[src/rtl/traffic_pkg.sv]
// Shared types and defaults for the traffic-light interval timer.
// Interval codes, parameter selects, timer states and reset durations.
package traffic_pkg;

    typedef enum logic [1:0] {
        TB   = 2'b00,
        TE   = 2'b01,
        TY   = 2'b10,
        TBX2 = 2'b11
    } interval_e;

    typedef enum logic [1:0] {
        SEL_TBASE = 2'b00,
        SEL_TEXT  = 2'b01,
        SEL_TYEL  = 2'b10,
        SEL_NONE  = 2'b11
    } param_sel_e;

    typedef enum logic [1:0] {
        ST_IDLE   = 2'b00,
        ST_LOAD   = 2'b01,
        ST_COUNT  = 2'b10,
        ST_EXPIRE = 2'b11
    } tstate_e;

    localparam int TBASE_DEF = 6;
    localparam int TEXT_DEF  = 3;
    localparam int TYEL_DEF  = 2;

endpackage

[src/rtl/one_hz_divider.sv]
// Free-running clock divider producing a one-cycle tick per second.
// A clear restarts the second so a fresh interval is timed in full.
module one_hz_divider #(
    parameter int CLK_HZ = 100_000_000
) (
    input  logic clk,
    input  logic Reset_n,
    input  logic clear,
    output logic one_hz
);

    localparam int DW = (CLK_HZ > 1) ? $clog2(CLK_HZ) : 1;
    localparam logic [DW-1:0] LAST = DW'(CLK_HZ - 1);

    logic [DW-1:0] div_q;
    logic [DW-1:0] div_d;

    assign one_hz = (div_q == LAST);

    // Next divider value: clear wins, otherwise count and wrap on the tick.
    always_comb begin
        div_d = div_q + 1'b1;
        if (clear || one_hz) begin
            div_d = '0;
        end
    end

    // Divider state register.
    always_ff @(posedge clk or negedge Reset_n) begin
        if (!Reset_n) begin
            div_q <= '0;
        end else begin
            div_q <= div_d;
        end
    end

endmodule

[src/rtl/traffic_timer.sv]
// Programmable interval timer for the traffic-light controller FSM.
// Holds tBASE/tEXT/tYEL and pulses expired after the chosen interval.
module traffic_timer
    import traffic_pkg::*;
#(
    parameter int CLK_HZ    = 100_000_000,
    parameter int VALW      = 4,
    parameter int DEF_TBASE = TBASE_DEF,
    parameter int DEF_TEXT  = TEXT_DEF,
    parameter int DEF_TYEL  = TYEL_DEF
) (
    input  logic            clk,
    input  logic            Reset_n,
    input  logic            start_timer,
    input  logic [1:0]      interval,
    input  logic            Reset_Sync,
    input  logic            Prog_Sync,
    input  logic [1:0]      Time_Param_Sel,
    input  logic [VALW-1:0] Time_Value,
    output logic            expired,
    output logic            one_hz,
    output logic [VALW:0]   Remaining
);

    logic [VALW-1:0] tbase_q;
    logic [VALW-1:0] text_q;
    logic [VALW-1:0] tyel_q;
    logic [VALW:0]   dur_d;
    logic [VALW:0]   count_q;
    tstate_e         state_q;
    logic            expired_q;
    logic            restart;
    logic            div_clear;

    assign restart   = Reset_Sync | Prog_Sync;
    assign div_clear = (state_q == ST_LOAD);
    assign expired   = expired_q;
    assign Remaining = (state_q == ST_COUNT) ? count_q : '0;

    one_hz_divider #(
        .CLK_HZ (CLK_HZ)
    ) u_div (
        .clk     (clk),
        .Reset_n (Reset_n),
        .clear   (div_clear),
        .one_hz  (one_hz)
    );

    // Program a duration register; a zero duration is ignored.
    always_ff @(posedge clk or negedge Reset_n) begin
        if (!Reset_n) begin
            tbase_q <= VALW'(DEF_TBASE);
            text_q  <= VALW'(DEF_TEXT);
            tyel_q  <= VALW'(DEF_TYEL);
        end else if (Prog_Sync && (Time_Value != '0)) begin
            unique case (param_sel_e'(Time_Param_Sel))
                SEL_TBASE: tbase_q <= Time_Value;
                SEL_TEXT:  text_q  <= Time_Value;
                SEL_TYEL:  tyel_q  <= Time_Value;
                default:   ;
            endcase
        end
    end

    // Decode the interval code into seconds; double tBASE needs the extra bit.
    always_comb begin
        dur_d = {1'b0, tbase_q};
        unique case (interval_e'(interval))
            TB:      dur_d = {1'b0, tbase_q};
            TE:      dur_d = {1'b0, text_q};
            TY:      dur_d = {1'b0, tyel_q};
            TBX2:    dur_d = {tbase_q, 1'b0};
            default: dur_d = {1'b0, tbase_q};
        endcase
    end

    // Timer FSM; a button restart overrides everything, including expiry.
    always_ff @(posedge clk or negedge Reset_n) begin
        if (!Reset_n) begin
            state_q   <= ST_IDLE;
            count_q   <= '0;
            expired_q <= 1'b0;
        end else begin
            expired_q <= 1'b0;
            if (restart) begin
                state_q <= ST_LOAD;
            end else begin
                unique case (state_q)
                    ST_IDLE: begin
                        if (start_timer) begin
                            state_q <= ST_LOAD;
                        end
                    end
                    ST_LOAD: begin
                        count_q <= dur_d;
                        state_q <= ST_COUNT;
                    end
                    ST_COUNT: begin
                        if (one_hz) begin
                            count_q <= count_q - 1'b1;
                            if (count_q == (VALW+1)'(1)) begin
                                state_q   <= ST_EXPIRE;
                                expired_q <= 1'b1;
                            end
                        end
                    end
                    ST_EXPIRE: begin
                        state_q <= start_timer ? ST_LOAD : ST_IDLE;
                    end
                    default: state_q <= ST_IDLE;
                endcase
            end
        end
    end

endmodule

[config.mk]
export PLATFORM = sky130hd
export DESIGN_NAME = traffic_timer
export DESIGN_NICKNAME = d
export VERILOG_FILES = /design/src/rtl/traffic_pkg.sv /design/src/rtl/one_hz_divider.sv /design/src/rtl/traffic_timer.sv
export SDC_FILE = /design/constraint.sdc
export NUM_CORES = 1
export LEC_CHECK = 0
export BUFFER_PORTS_ARGS = -buffer_cell sky130_fd_sc_hd__buf_2
export CELL_PAD_IN_SITES_DETAIL_PLACEMENT = 1
export CELL_PAD_IN_SITES_GLOBAL_PLACEMENT = 2
export CORE_UTILIZATION = 35
export CTS_CLUSTER_SIZE = 30
export DETAILED_ROUTE_END_ITERATION = 16
export PLACE_DENSITY_LB_ADDON = 0.1
export SYNTH_ARGS = -nofsm -noshare
export SYNTH_HDL_FRONTEND = slang
export SYNTH_SLANG_ARGS = --single-unit
[constraint.sdc]
create_clock -name clk -period 2 [get_ports clk]
set_clock_uncertainty 0.2 [all_clocks]
set_input_delay 0.4 -clock clk [delete_from_list [all_inputs] [get_ports clk]]
set_output_delay 0.4 -clock clk [all_outputs]
set_load 0.01 [all_outputs]
== After elaboration in Yosys (flattened, before gate mapping) ==
Index checks and enable logic that the tools add are counted.
Widths: inputs -> output; s select.

* Register bits: 47
* Bits in latches: 0
* Bits in writable memories: 0
* Memory bits (read-only): 0
* Input bits: 13
* Output and inout port bits: 7
* Word-level logic and storage cells: 52
* Memories kept: 0

* $add $sub $neg: 2
* $mul: 0
* Divide/modulo/power cells: 0
* $lt $le $gt $ge: 0
* Equal/unequal tests: 14
* Shift operators: 0
* Multiplexer cells: 15
* Bitwise operators: 2
* Reduce and logical (&&, ||, !) cells: 12

{| class="wikitable"
|+ Operator list
! operator !! number
|-
| $add 27x1->27 const B || 1
|-
| $eq 27x27->1 const B || 1
|-
| $mux 27 || 1
|-
| $pmux 5 s4 || 1
|-
| $eq 2x2->1 const B || 5
|-
| $mux 5 || 2
|-
| $pmux 5 s2 || 1
|-
| $mux 2 || 4
|-
| $pmux 2 s4 || 1
|-
| $eq 2x1->1 const B || 3
|-
| $logic_not 2->1 || 3
|-
| $ne 3x2->1 const B || 2
|-
| $reduce_and 2->1 || 3
|-
| $reduce_and 3->1 || 2
|-
| $eq 5x1->1 const B || 1
|-
| $mux 1 || 5
|-
| $sub 5x1->5 const B || 1
|-
| $reduce_bool 4->1 || 1
|-
| $ne 3x3->1 const B || 1
|-
| $ne 2x1->1 const B || 1
|-
| $reduce_bool 2->1 || 1
|-
| $logic_and 1x1->1 || 1
|-
| $logic_or 1x1->1 || 1
|-
| $not 1->1 || 1
|-
| $or 1x1->1 || 1
|}

== Longest topological paths before layout ==
* Depth in word-level cells: 5
* Mapped depth: 9
* Depth with buffers taken out: 7

== By module ==
A second synthesis with hierarchy kept.

* Cells, all modules: 252
* Area total of the unflattened synthesis: 2558.7 um2

{| class="wikitable"
|+ Modules (own cells, without submodules)
! module !! instances !! cells an instance !! area each (um2) !! seq. area each (um2)
|-
| one_hz_divider || 1 || 151 || 1417.6 || 675.6
|-
| traffic_timer || 1 || 101 || 1141.1 || 506.7
|}

== Worst setup path before layout ==
Ideal clock, no wire load.

* Kind: flip-flop to output port
* Start point: register u_div.div_q[0]
* End point: output one_hz
* Arrival: 1.550 ns
* Required time: 1.400 ns
* Setup slack: -0.150 ns
* Stages on the path, launching flop included: 7
* Path buffers: 1
* Path through: dfrtp_1 -> ha_1 -> nand4_1 -> or2_0 -> buf_2 -> or3_4 -> inv_2

* Longest elaborated chain between the ends: 1

{| class="wikitable"
|+ RTL lines
! element !! line !! source
|-
| from (decl) || one_hz_divider.sv:15 || <nowiki>logic [DW-1:0] div_q;</nowiki>
|-
| from (signal assigned) || one_hz_divider.sv:33 || <nowiki>div_q <= div_d;</nowiki>
|-
| $eq 27x27->1 || one_hz_divider.sv:18 || <nowiki>assign one_hz = (div_q == LAST);</nowiki>
|-
| to (decl) || traffic_timer.sv:21 || <nowiki>output logic one_hz,</nowiki>
|}

No other way between the ends.

== Worst setup path after layout ==
* Start point: register u_div.div_q[1]
* End point: output one_hz

The elaborated chain is that of the path after synthesis.

==> run_results.csv <==
group,metric,value,unit
cells_and_area,fill_cells,797,
route,dr.pass1.iters,4,
logic_synthesis,synth_ff_type,"dfrtp_1",
timing,timing.slew.headroom,74.2,%
run,maxCapViolations,0,
cells_and_area,final_common_cell,"buf_4",
logic_synthesis,synth_area,2570,µm²
clock_network,cts-root-buf,"clkbuf_8",
cells_and_area,n_antenna_cell,0,
logic_synthesis,synth_edf_count,0,
worst_setup_path,endpoint_kind,"primary output",
logic_synthesis,ys_seq_area_share,45.9,%
cells_and_area,fin_cells,424,
logic_synthesis,ys_warn_count,0,
worst_setup_path,worst-path-max-fanout,2,
route,vias,2085,
timing,fmax,425,MHz
logic_synthesis,synth_top_family_by_area,"simple AND/OR/NAND/NOR gates",
logic_synthesis,async_flop_share,100,%
cells_and_area,mostFrequentLayoutCells,"buf_4, dfrtp_1, nor2_1",
place,gp_congestion,0.705,
global_route,grt_usage,18.7,%
clock_network,cts_buffers,5,
clock_network,clk-insertion-delay-late,310,ps
floorplan,initial_utilization,37.1,%
clock_network,path_clk_slew,90,ps
outcome,failed_checks,"setup timing",
worst_hold_path,hp-class,"in2reg",
clock_network,cts_tree,"done",
logic_synthesis,synth-compound-area-share,6.51,%
logic_synthesis,avgSynthCellArea,10.4,µm²
timing,period_needed,2350,ps
clock_network,cts_sinks,47,
power,p_per_area,739,nW/µm²
worst_setup_path,crit_arrival,1750,ps
logic_synthesis,syn-num-nets,269,
logic_synthesis,syn_inst,248,
logic_synthesis,ys_types,42,
power,power_leakage,0.00155,µW
logic_synthesis,ys_seq_elements,47,
place,port_buffers,19,
timing,rsz0062_at_grt,"yes",
route,route.detailed.drc,0,
global_route,antenna_found_initial,0,
logic_synthesis,synthXorXnorAreaFrac,8.51,%
floorplan,pin_count,20,
place,dp_cells,400,
global_route,grt_max_degree,48,
route,routed_wl,6850,µm
route,drt_first_iter_violations,63,
cells_and_area,fin_nets,348,
timing,final_max_slew_viol_count,0,
power,peakVddDrop,0.394,mV
worst_setup_path,worst-setup-path-type,"reg2out",
route,avgRoutedWirePerCell,16.2,µm
timing,period_share,118,%
route,ant_nets,0,
global_route,gr-total-overflow,0,
logic_synthesis,synth_fa_ha_area_share,3.89,%
outcome,status,"finished with violations",
timing,worst_slew_pin_slew,384,ps
clock_network,htree_levels,2,
floorplan,die_area,7700,µm²
timing,report.final.hold_viol_count,0,
worst_setup_path,cp.required,1400,ps
clock_network,clk_path_buf_depth,2,
global_route,grt_pass1_vias,2247,
cells_and_area,drive_above_1_share,39.3,%
cells_and_area,multi_input_area,1410,µm²
floorplan,fp.coreArea,6940,µm²
floorplan,row_count,30,
cells_and_area,ff_latch_area,1180,µm²
floorplan,die_y,87.8,µm
worst_setup_path,critPathLaunchType,"flop",
route,routed_via_density,4.92,
logic_synthesis,synthSimpleGateAreaFrac,22.8,%
place,dpl.hpwl,4400,µm
global_route,grt_pass1_wl,10900,µm
timing,whs,68.4,ps
logic_synthesis,synthMuxAreaShare,9.04,%
timing,fin_ws,-353,ps
cells_and_area,synthToLayoutAreaGrowth,37.1,%
floorplan,die_w,87.8,µm
timing,setup_violations,33,
[path summary, 6_finish.rpt]
path | startpoint | endpoint | slack, ps | cells after the start
worst max-delay path | u_div.div_q[1]$_DFF_PN0_ | one_hz | -350 | 6
worst min-delay path | Reset_Sync | expired$_DFF_PN0_ | 70 | 2
worst max register to register | u_div.div_q[1]$_DFF_PN0_ | u_div.div_q[18]$_DFF_PN0_ | -230 | 9
worst min register to register | text_q[2]$_DFFE_PN0P_ | text_q[2]$_DFFE_PN0P_ | 320 | 1
max in group asynchronous | Reset_n | tbase_q[2]$_DFFE_PN1P_ | 880 | 3
min in group asynchronous | Reset_n | expired$_DFF_PN0_ | 420 | 3
[metrics by stage]
stage	area, µm²	worst slack, ps	TNS, ps	utilization (%)	total power (µW)
3_5_place_dp	3120	-93.0	-152	44.9	1660
6_report	3530	-353	-6520	50.8	2610
2_1_floorplan	2580	-70.8	-1410	-	1490
3_3_place_gp	3120	-68.5	-68.5	44.9	1660
5_1_grt	3530	-448	-9680	50.8	2740
4_1_cts	3380	-386	-3660	48.6	2560
[cell families after synthesis]
logic type / count (synthesis)
AO/OA/AOI/OAI: 21
XOR/XNOR: 25
adder cells (fa/ha/maj): 8
buffers and inverters: 16
flip-flops: 47
multiplexers: 18
AND/OR/NAND/NOR: 113
[flip-flops by register name (all words and copies together), names as in the netlist]
| register | flops |
|---|---|
| expired | 1 |
| state_q | 2 |
| count_q | 5 |
| text_q | 4 |
| u_div.div_q | 27 |
| tbase_q | 4 |
| tyel_q | 4 |
[layout make-up]
type,instances,share of cell area (%)
sequential,47,33.5
multi-input combinational,185,40.1
inverter,9,1.03
clock inverter,2,1.70
clock buffer,6,2.06
timing repair buffer,79,18.2
tap,96,3.40
[power breakdown]
group          switching (µW)  internal, µW  total [µW]
Sequential               90.4          1070        1160
Clock                     337           500         837
Combinational             290           323         613
[synthesized netlist by cell type, drive strengths merged (4+ instances only)]
library cell / instances / area (µm²)
a21oi: 5 / 28.8
and2: 7 / 43.8
and3: 6 / 37.5
buf: 4 / 38.8
dfrtp: 42 / 1050
dfstp: 5 / 131
ha: 8 / 100
inv: 9 / 33.8
mux2: 12 / 135
nand2: 12 / 45.0
nand3: 16 / 80.1
nand4: 7 / 43.8
nor2: 39 / 146
nor3: 7 / 35.0
nor3b: 4 / 30.0
nor4: 5 / 43.8
xnor2: 11 / 96.3
xor2: 14 / 123
[critical path, stage by stage (launching register included)]
cell and delay (ps):
dfrtp_1 370, ha_2 190, nand4_1 110, or2_4 270, or3_4 360, inv_4 70
buf_6 90
[repair_timing]
| action | CTS | global route |
|---|---|---|
| pin swaps | 4 | 14 |
| resized for setup | 10 | 15 |
| hold endpoints to repair | 42 | 0 |
| gates cloned | 1 | 2 |
| endpoints found under the setup margin | 10 | 41 |
| setup buffers | 6 | 7 |
| hold buffers | 1 | 0 |
[layer usage]
metal	part of all wire, %	track usage, %	up-vias
met5	0	0	-
met4	1.2	5.37	0
met3	1.4	3.11	6
met2	49	31.9	13
met1	49	24.3	1037
li1	-	-	1029
No activity file was read; power rests on OpenSTA's default activity.
